$ cat config.mk
export PLATFORM = sky130hd
export DESIGN_NAME = uart_tx_queue
export DESIGN_NICKNAME = d
export VERILOG_FILES = /design/src/rtl/uart_tx_queue.sv
export SDC_FILE = /design/constraint.sdc
export NUM_CORES = 1
export LEC_CHECK = 0
export CAP_MARGIN = 20
export CORE_ASPECT_RATIO = 0.8
export CORE_UTILIZATION = 32
export CTS_CLUSTER_DIAMETER = 80
export DETAILED_ROUTE_END_ITERATION = 8
export PLACE_DENSITY = 0.59
export SETUP_SLACK_MARGIN = 0.3
export SLEW_MARGIN = 20
export SYNTH_ARGS = -nofsm -noshare
export SYNTH_HDL_FRONTEND = slang
export SYNTH_SLANG_ARGS = --single-unit
$ cat constraint.sdc
create_clock -name clock -period 4 [get_ports clock]
set_input_delay 0.8 -clock clock [delete_from_list [all_inputs] [get_ports clock]]
set_output_delay 0.8 -clock clock [all_outputs]
set_load 0.005 [all_outputs]
$ cat src/rtl/uart_tx_queue.sv
// uart_tx_queue: byte FIFO in front of TxUnit plus a small launcher FSM that
// pops one byte, raises send until TxUnit reports active, then waits for the
// active/done handshake and a one-cycle gap before the next frame.
// Optional feature macro: UART_TXQ_OVF_EN (sticky overflow flag, cleared by ovf_clr).
module uart_tx_queue #(
    parameter int  DEPTH = 16,
    localparam int CW    = $clog2(DEPTH) + 1
) (
    input  logic          clock,
    input  logic          reset_n,
    input  logic          wr_en,
    input  logic [7:0]    wr_data,
    output logic          full,
    output logic          empty,
    output logic [CW-1:0] count,
    output logic          tx_send,
    output logic [7:0]    tx_data,
    input  logic          tx_active,
    input  logic          tx_done,
    output logic          busy,
    input  logic          ovf_clr,
    output logic          overflow
);

    localparam int AW = CW - 1;

    typedef enum logic [2:0] {
        IDLE,
        LOAD,
        SEND,
        WAIT_DONE,
        GAP
    } state_t;

    logic [7:0]    mem [DEPTH];
    logic [AW-1:0] wr_ptr_reg;
    logic [AW-1:0] rd_ptr_reg;
    logic [CW-1:0] count_reg;
    logic [7:0]    tx_data_reg;
    logic          tx_send_reg;
    state_t        state_reg;
    state_t        state_next;
    logic          push;
    logic          pop;

    // Flags come straight from the registered count, so no input reaches an output
    // combinationally. A push while full is judged on the pre-edge count, which is
    // why a pop in the same cycle cannot rescue it.
    assign full    = (count_reg == CW'(DEPTH));
    assign empty   = (count_reg == '0);
    assign count   = count_reg;
    assign busy    = (state_reg != IDLE);
    assign tx_send = tx_send_reg;
    assign tx_data = tx_data_reg;

    assign push = reset_n && wr_en && !full;
    // LOAD is only entered from IDLE with a non-empty queue, so a pop never underflows.
    assign pop  = (state_reg == LOAD);

    // Storage array: written on accepted pushes only, never cleared by reset.
    always_ff @(posedge clock) begin
        if (push) begin
            mem[wr_ptr_reg] <= wr_data;
        end
    end

    // Pointers and occupancy; pointers are exactly log2(DEPTH) bits and wrap on their own.
    always_ff @(posedge clock) begin
        if (!reset_n) begin
            wr_ptr_reg <= '0;
            rd_ptr_reg <= '0;
            count_reg  <= '0;
        end else begin
            if (push) begin
                wr_ptr_reg <= wr_ptr_reg + AW'(1);
            end
            if (pop) begin
                rd_ptr_reg <= rd_ptr_reg + AW'(1);
            end
            case ({push, pop})
                2'b10:   count_reg <= count_reg + CW'(1);
                2'b01:   count_reg <= count_reg - CW'(1);
                default: count_reg <= count_reg;
            endcase
        end
    end

    // State register plus the registered TxUnit-facing outputs.
    always_ff @(posedge clock) begin
        if (!reset_n) begin
            state_reg   <= IDLE;
            tx_send_reg <= 1'b0;
            tx_data_reg <= 8'h00;
        end else begin
            state_reg   <= state_next;
            tx_send_reg <= (state_next == SEND);
            if (state_reg == LOAD) begin
                tx_data_reg <= mem[rd_ptr_reg];
            end
        end
    end

    // Next-state logic. tx_done is only trusted after active has been seen, because
    // TxUnit holds done high while it sits idle.
    always_comb begin
        state_next = state_reg;
        case (state_reg)
            IDLE: begin
                if (!empty) begin
                    state_next = LOAD;
                end
            end
            LOAD: begin
                state_next = SEND;
            end
            SEND: begin
                if (tx_active) begin
                    state_next = WAIT_DONE;
                end
            end
            WAIT_DONE: begin
                if (tx_done && !tx_active) begin
                    state_next = GAP;
                end
            end
            GAP: begin
                state_next = IDLE;
            end
            default: begin
                state_next = IDLE;
            end
        endcase
    end

`ifdef UART_TXQ_OVF_EN
    logic overflow_reg;

    // Sticky overflow: any push attempted while full sets it; a coincident clear loses.
    always_ff @(posedge clock) begin
        if (!reset_n) begin
            overflow_reg <= 1'b0;
        end else if (wr_en && full) begin
            overflow_reg <= 1'b1;
        end else if (ovf_clr) begin
            overflow_reg <= 1'b0;
        end
    end

    assign overflow = overflow_reg;
`else
    logic unused_ovf_clr;

    assign unused_ovf_clr = ovf_clr;
    assign overflow       = 1'b0;
`endif

endmodule

==> results of run 1 <==
[worst register-to-register path, delay by kind of cell, from the launching register on]
kind                       cells  cell delay, ps
AOI/OAI and AO/OA              3             480
xor gates and xnor gates       2             340
DFF                            1             390
and+or+nand+nor                3            1100
adders and majority gates      2             530
[Yosys cell counts (all sizes together) (5+ instances only)]
master  instances
mux2i          19
xor2            7
nor2           25
o21ai           5
a21oi           5
edfxtp        128
clkbuf         11
nand2           8
inv             5
nand3          14
o221ai          8
mux4           32
ha              9
dfxtp          25
buf            12
nor3            5
[metrics by stage]
step / area (sq um) / setup slack (ps)
2_1_floorplan: 6140 / 1010
3_3_place_gp: 6730 / 847
3_5_place_dp: 6730 / 846
4_1_cts: 7280 / 998
5_1_grt: 7280 / 881
6_report: 7280 / 1030
[per-layer routing]
metal	vias to the layer above	global-route usage [%]	routed length [um]
met5	-	0	0
met4	0	4.38	119
met3	10	3.75	743
met2	108	19.6	5420
met1	1630	18.4	5740
li1	1446	-	-
[cells by family after synthesis]
| kind of cell | count (synthesis) | synth area share [%] |
|---|---|---|
| and+or+nand+nor | 70 | 5.60 |
| xor gates and xnor gates | 9 | 1.28 |
| buffers and inverters | 28 | 2.06 |
| adders and majority gates | 9 | 1.83 |
| AOI/OAI and AO/OA | 28 | 3.63 |
| DFF | 153 | 70.7 |
| muxes | 51 | 14.8 |
| other | 1 | 0.0610 |
[power groups by stage]
stage                     clock, uW  sequential [uW]  combinational, uW
final                          1490             1890                479
after global routing           1570             1900                529
after CTS                      1510             1890                486
after detailed placement          0             1920                484
after global placement            0             1920                476
after floorplan                   0             1860                346
[worst max-delay path by stage]
stage                     slack, ps                    end  cells past startpoint
after global routing            880  count[4]$_SDFFE_PN0P_                     10
after CTS                      1000                   full                      3
after floorplan                1010  count[2]$_SDFFE_PN0P_                     11
after global placement          850  count[2]$_SDFFE_PN0P_                     10
after detailed placement        850  count[2]$_SDFFE_PN0P_                     10
final                          1030                   full                      3
[final cells by class]
class / instances / area [sq um] / area share (%)
Inverter: 5 / 18.8 / 0.258
Sequential cell: 153 / 4350 / 59.7
Multi-Input combinational cell: 168 / 1670 / 23.0
Clock buffer: 17 / 425 / 5.85
Tap cell: 253 / 317 / 4.35
Timing Repair Buffer: 40 / 373 / 5.12
Clock inverter: 15 / 124 / 1.70
==> impl_metrics.ini, run 1 <==
[setup_path]
timing.critical_path.slowest_cell_delay_ps = 690
critical_path.endpoint_type = primary output
critical_path_buf_inv_count = 1
cell_breakdown_of_the_critical_path = or4_1, nor2_1, clkdlybuf4s50_1
critical_path.reg2reg.startpoint = count[1]$_SDFFE_PN0P_
cp_top_family = simple AND/OR/NAND/NOR gates
ff2ff_setup_slack_ps = 1080
critical_path_arrival_ps = 2170
worst_setup_path_startpoint = count[1]$_SDFFE_PN0P_
ff2ff_path_depth = 10
critPathRequiredTime_ps = 3200
criticalPathCategory = flip-flop to primary output
crit_path_top_delay_cell = sky130_fd_sc_hd__or4_1
cp_startpoint_kind = flip-flop
timing.rr.end = count[2]$_SDFFE_PN0P_
critPathMaxFanout = 9

[grt]
grt_pass1_vias = 3182
grt_use_total_pct = 13.2
grt_max_degree = 35
gr-total-overflow = 0
antenna_found_initial = 0
grt_first_pass_wirelength_mm = 18.4

[layout]
most_common_cell_after_layout_fill_and_taps_aside = sky130_fd_sc_hd__edfxtp_1
final_net_count = 408
antenna-diode-count = 0
syn2layout_area_growth_pct = 18.5
drive_gt1_share_pct = 19.8
finish.utilization_pct = 39.5
layout_common_cells = sky130_fd_sc_hd__edfxtp_1, sky130_fd_sc_hd__mux4_2, sky130_fd_sc_hd__clkdlybuf4s50_1, sky130_fd_sc_hd__nor2_1, sky130_fd_sc_hd__dfxtp_1
largest_register_ffs = 128
fin_cells = 651
final.fill_count = 1685

[clock_network]
numClockSinks = 153
cts-root-buf = sky130_fd_sc_hd__clkbuf_16
cts-resized-gates = 0
tritoncts.num_buffers = 17
cts.htree.levels = 4
clk_latency_ps = 420
clk_transition_reported_paths_ps = 60
holdBufCountCts = 0
postCtsSetupBuffers = 0
clk_path_buf_depth = 2
cts_tree = yes

[placed_design]
place.detailed.hpwl_mm = 7.49
port_buffers = 29
place_congestion = 0.793
placed_cells_incl_taps = 619

[routing]
detailedRoute.firstIterationViolations = 218
drt_pass1_iterations = 5
drc = 0
wirelength_mm = 12.0
detail_route.wl_per_cell_um = 18.5
routed_via_count = 3194
via_per_inst = 4.91
drt.antenna.violating_nets = 0

[die]
floorplan.die.height_um = 126
floorplan.initialDensity_pct = 33.3
floorplan.die_area_sq_mm = 0.0198
floorplan.io_pins = 32
dieWidth_um = 157
placementRows = 44
core_area_sq_mm = 0.0184

[synth]
edff_count_synth = 128
synthDominantAreaCellType = sky130_fd_sc_hd__edfxtp_1
synth_sequential_area_ratio_pct = 70.7
yosys_most_used_dff = sky130_fd_sc_hd__edfxtp_1
postSynth.asyncResetShare_pct = 0
synth_seq_cells = 153
synth_nets = 372
synthDistinctLibCells = 40
mean_cell_area_of_the_mapped_netlist_sq_um = 17.6
synth.cell_area_sq_mm = 0.00614
count_of_yosys_warnings_during_synthesis = 0
syn-instance-count = 349
post_synth_main_area_contributors = sky130_fd_sc_hd__edfxtp_1, sky130_fd_sc_hd__mux4_2, sky130_fd_sc_hd__dfxtp_1
synth_top_area_share_pct = 62.6

[timing]
finalSetupViolCount = 0
min_period_over_period_pct = 74.3
finalHoldViolations = 0
timing_worst_slew_pin_value_ps = 909
hold-worst-slack_ps = 496
finalMaxSlewViolations = 0
grt_setup_unrepaired = no
clock.fmax_mhz = 336
max_slew_margin_pct = 39.1
setup-tns-final_ps = 0
worst_clock_skew_ps = 10.2
min_period_ps = 2970

[power]
power_report.internal_total_uw = 2900
p_per_area_mw_per_mm2 = 530
power.sequential.fraction_pct = 49.0
combinationalPowerShare_pct = 12.4
p_total_uw = 3860
switching_power_uw = 960
leakagePower_uw = 0.00228
p_sw_share_pct = 24.9
power.clock.fraction_pct = 38.6
vdd_ir_drop_max_mv = 0.306

[min_path]
hold_end = state_reg[0]$_SDFF_PN0_
hold_path.class = flip-flop to flip-flop
min-delay-start = state_reg[2]$_SDFF_PN0_
holdPathStages = 1

[run]
max_cap_viol_count = 0

[outcome]
status = finished clean
Power figures use the tool's default switching activity.
==> inputs of run 2 (changes only) <==
PLACE_DENSITY = 0.61   (was 0.59)
clock period = 2.4 ns   (was 4 ns; I/O delays follow)
==> run 2 against run 1 <==
Effect of this change:
- count of clock-buffer cells in the layout is the same
- power rose by 80%
- design area grew 5.3%
- sequential cell count stayed put
- critical path depth is 5 higher
- sequential power rose by 61%
- setup slack got worse by 960 ps
==> impl_metrics.ini, run 2 (synthesized netlist as in run 1, its figures left out) <==
[outcome]
status = finished clean

[placed_design]
area_after_detailed_placement_sq_mm = 0.00695
port_buffers = 29
post-place-ws_ps = -148
place.detailed.hpwl_mm = 7.78
place_congestion = 0.781

[die]
placementRows = 44
floorplan.io_pins = 32
dieWidth_um = 157
floorplan.initialDensity_pct = 33.3
core_area_sq_mm = 0.0184
floorplan.die.height_um = 126
floorplan.die_area_sq_mm = 0.0198

[setup_path]
crit_path_top_delay_cell = sky130_fd_sc_hd__or4_4
cell_breakdown_of_the_critical_path = or4_4, o21a_4, nand2_4, buf_4, ha_1, or3b_4, o32ai_2, mux2i_1
timing.critical_path.slowest_cell_delay_ps = 540
critPathMaxFanout = 2
critical_path_buf_inv_count = 1
critPathRequiredTime_ps = 2730
criticalPathCategory = flip-flop to flip-flop
cp_top_family = simple AND/OR/NAND/NOR gates
critical_path.endpoint_type = flip-flop
cp_startpoint_kind = flip-flop
critical_path_arrival_ps = 2670

[routing]
routed_via_count = 3298
detail_route.wl_per_cell_um = 18.1
drc = 0
drt.antenna.violating_nets = 0
detailedRoute.firstIterationViolations = 286
wirelength_mm = 12.3
via_per_inst = 4.86
drt_pass1_iterations = 4

[layout]
most_common_cell_after_layout_fill_and_taps_aside = sky130_fd_sc_hd__edfxtp_1
layout_common_cells = sky130_fd_sc_hd__edfxtp_1, sky130_fd_sc_hd__mux4_2, sky130_fd_sc_hd__buf_4, sky130_fd_sc_hd__clkdlybuf4s50_1, sky130_fd_sc_hd__nor2_1
drive_gt1_share_pct = 29.4
antenna-diode-count = 0
finish.utilization_pct = 41.6
layout.cell_area.non_filler_sq_mm = 0.00767
largest_register_ffs = 128
final_net_count = 435
syn2layout_area_growth_pct = 24.8

[timing]
grt_setup_unrepaired = yes
min_period_ps = 2330
worst_clock_skew_ps = 14.3
max_slew_margin_pct = 63.2
finalHoldViolations = 0
setup_ws_ps = 68.0
finalMaxSlewViolations = 0
clock.fmax_mhz = 429
finalSetupViolCount = 0
timing_worst_slew_pin_value_ps = 550
min_period_over_period_pct = 97.2
setup-tns-final_ps = 0

[power]
switching_power_uw = 1720
power.clock.fraction_pct = 40.4
power_report.internal_total_uw = 5240
power.sequential.fraction_pct = 43.9
p_sw_share_pct = 24.7
combinationalPowerShare_pct = 15.8
p_per_area_mw_per_mm2 = 908
leakagePower_uw = 0.00248
vdd_ir_drop_max_mv = 0.602

[grt]
grt_pass1_vias = 3433
gr-total-overflow = 0
grt_max_degree = 36
grt_first_pass_wirelength_mm = 19.4
grt_use_total_pct = 13.4
antenna_found_initial = 0

[clock_network]
numClockSinks = 153
cts.htree.levels = 4
holdBufCountCts = 0
cts_tree = yes
clk_path_buf_depth = 2
cts-root-buf = sky130_fd_sc_hd__clkbuf_16
tritoncts.num_buffers = 17
clk_latency_ps = 420
clk_transition_reported_paths_ps = 70

[run]
max_cap_viol_count = 0

[min_path]
hold_path.class = flip-flop to flip-flop
run 2: changes by cell type in the layout (fill, tap and decap cells not counted), moves of 3 or more:
cell | before | now
sky130_fd_sc_hd__buf_4 | 11 | 31
sky130_fd_sc_hd__buf_6 | 0 | 6
sky130_fd_sc_hd__clkinv_2 | 4 | 0
sky130_fd_sc_hd__nand3_1 | 14 | 11
sky130_fd_sc_hd__nand3_2 | 0 | 3
sky130_fd_sc_hd__nor2_1 | 25 | 22
sky130_fd_sc_hd__nor2_2 | 0 | 3
run 2: power by group through the flow:
stage / Sequential (uW) / Clock, uW / Combinational (uW)
2_1_floorplan: 3100 / 0 / 646
3_3_place_gp: 3100 / 0 / 1010
3_5_place_dp: 3110 / 0 / 1050
4_1_cts: 3050 / 2860 / 1060
5_1_grt: 3060 / 2980 / 1190
6_report: 3050 / 2810 / 1100
run 2: final cells by class:
cell class	instances	area, sq um
Fill cell	1659	10800
Inverter	5	18.8
Multi-Input combinational cell	168	1750
Tap cell	253	317
Sequential cell	153	4350
Clock inverter	15	209
Timing Repair Buffer	67	601
Clock buffer	17	425
run 2: worst reg2reg max path: cells and delay by family (launching register included):
kind	cells	cell delay, ps
adder cells (fa/ha/maj)	1	240
AND/OR/NAND/NOR	3	1020
flip-flops	1	320
buffers and inverters	1	100
multiplexers	1	220
AO/OA/AOI/OAI	2	360
run 2: repair_timing:
action	CTS	global route
pin swaps	5	5
gates resized for setup	6	19
endpoints found under the setup margin	5	55
buffers inserted	2	2
run 2: metal layers:
| layer | vias up | track usage, % | routed length [um] |
|---|---|---|---|
| met3 | 11 | 3.34 | 618 |
| li1 | 1499 | - | - |
| met2 | 86 | 20.9 | 5780 |
| met5 | - | 0 | 0 |
| met4 | 0 | 4.56 | 130 |
| met1 | 1702 | 18.3 | 5760 |
run 2: through the flow:
step / total power (uW) / instances / hold slack (ps)
after floorplan: 3740 / 349 / 449
after detailed placement: 4150 / 642 / 494
after global routing: 7230 / 678 / 517
after CTS: 6970 / 676 / 502
final: 6960 / 678 / 493
after global placement: 4120 / 642 / 470
run 2: worst paths after layout:
| path | end | slack [ps] | start | depth (start not counted) |
|---|---|---|---|---|
| max | count[4]$_SDFFE_PN0P_ | 70 | count[0]$_SDFFE_PN0P_ | 8 |
| min | state_reg[0]$_SDFF_PN0_ | 490 | state_reg[2]$_SDFF_PN0_ | 1 |
| max reg2reg | count[4]$_SDFFE_PN0P_ | 70 | count[0]$_SDFFE_PN0P_ | 8 |
| min reg2reg | state_reg[0]$_SDFF_PN0_ | 490 | state_reg[2]$_SDFF_PN0_ | 1 |
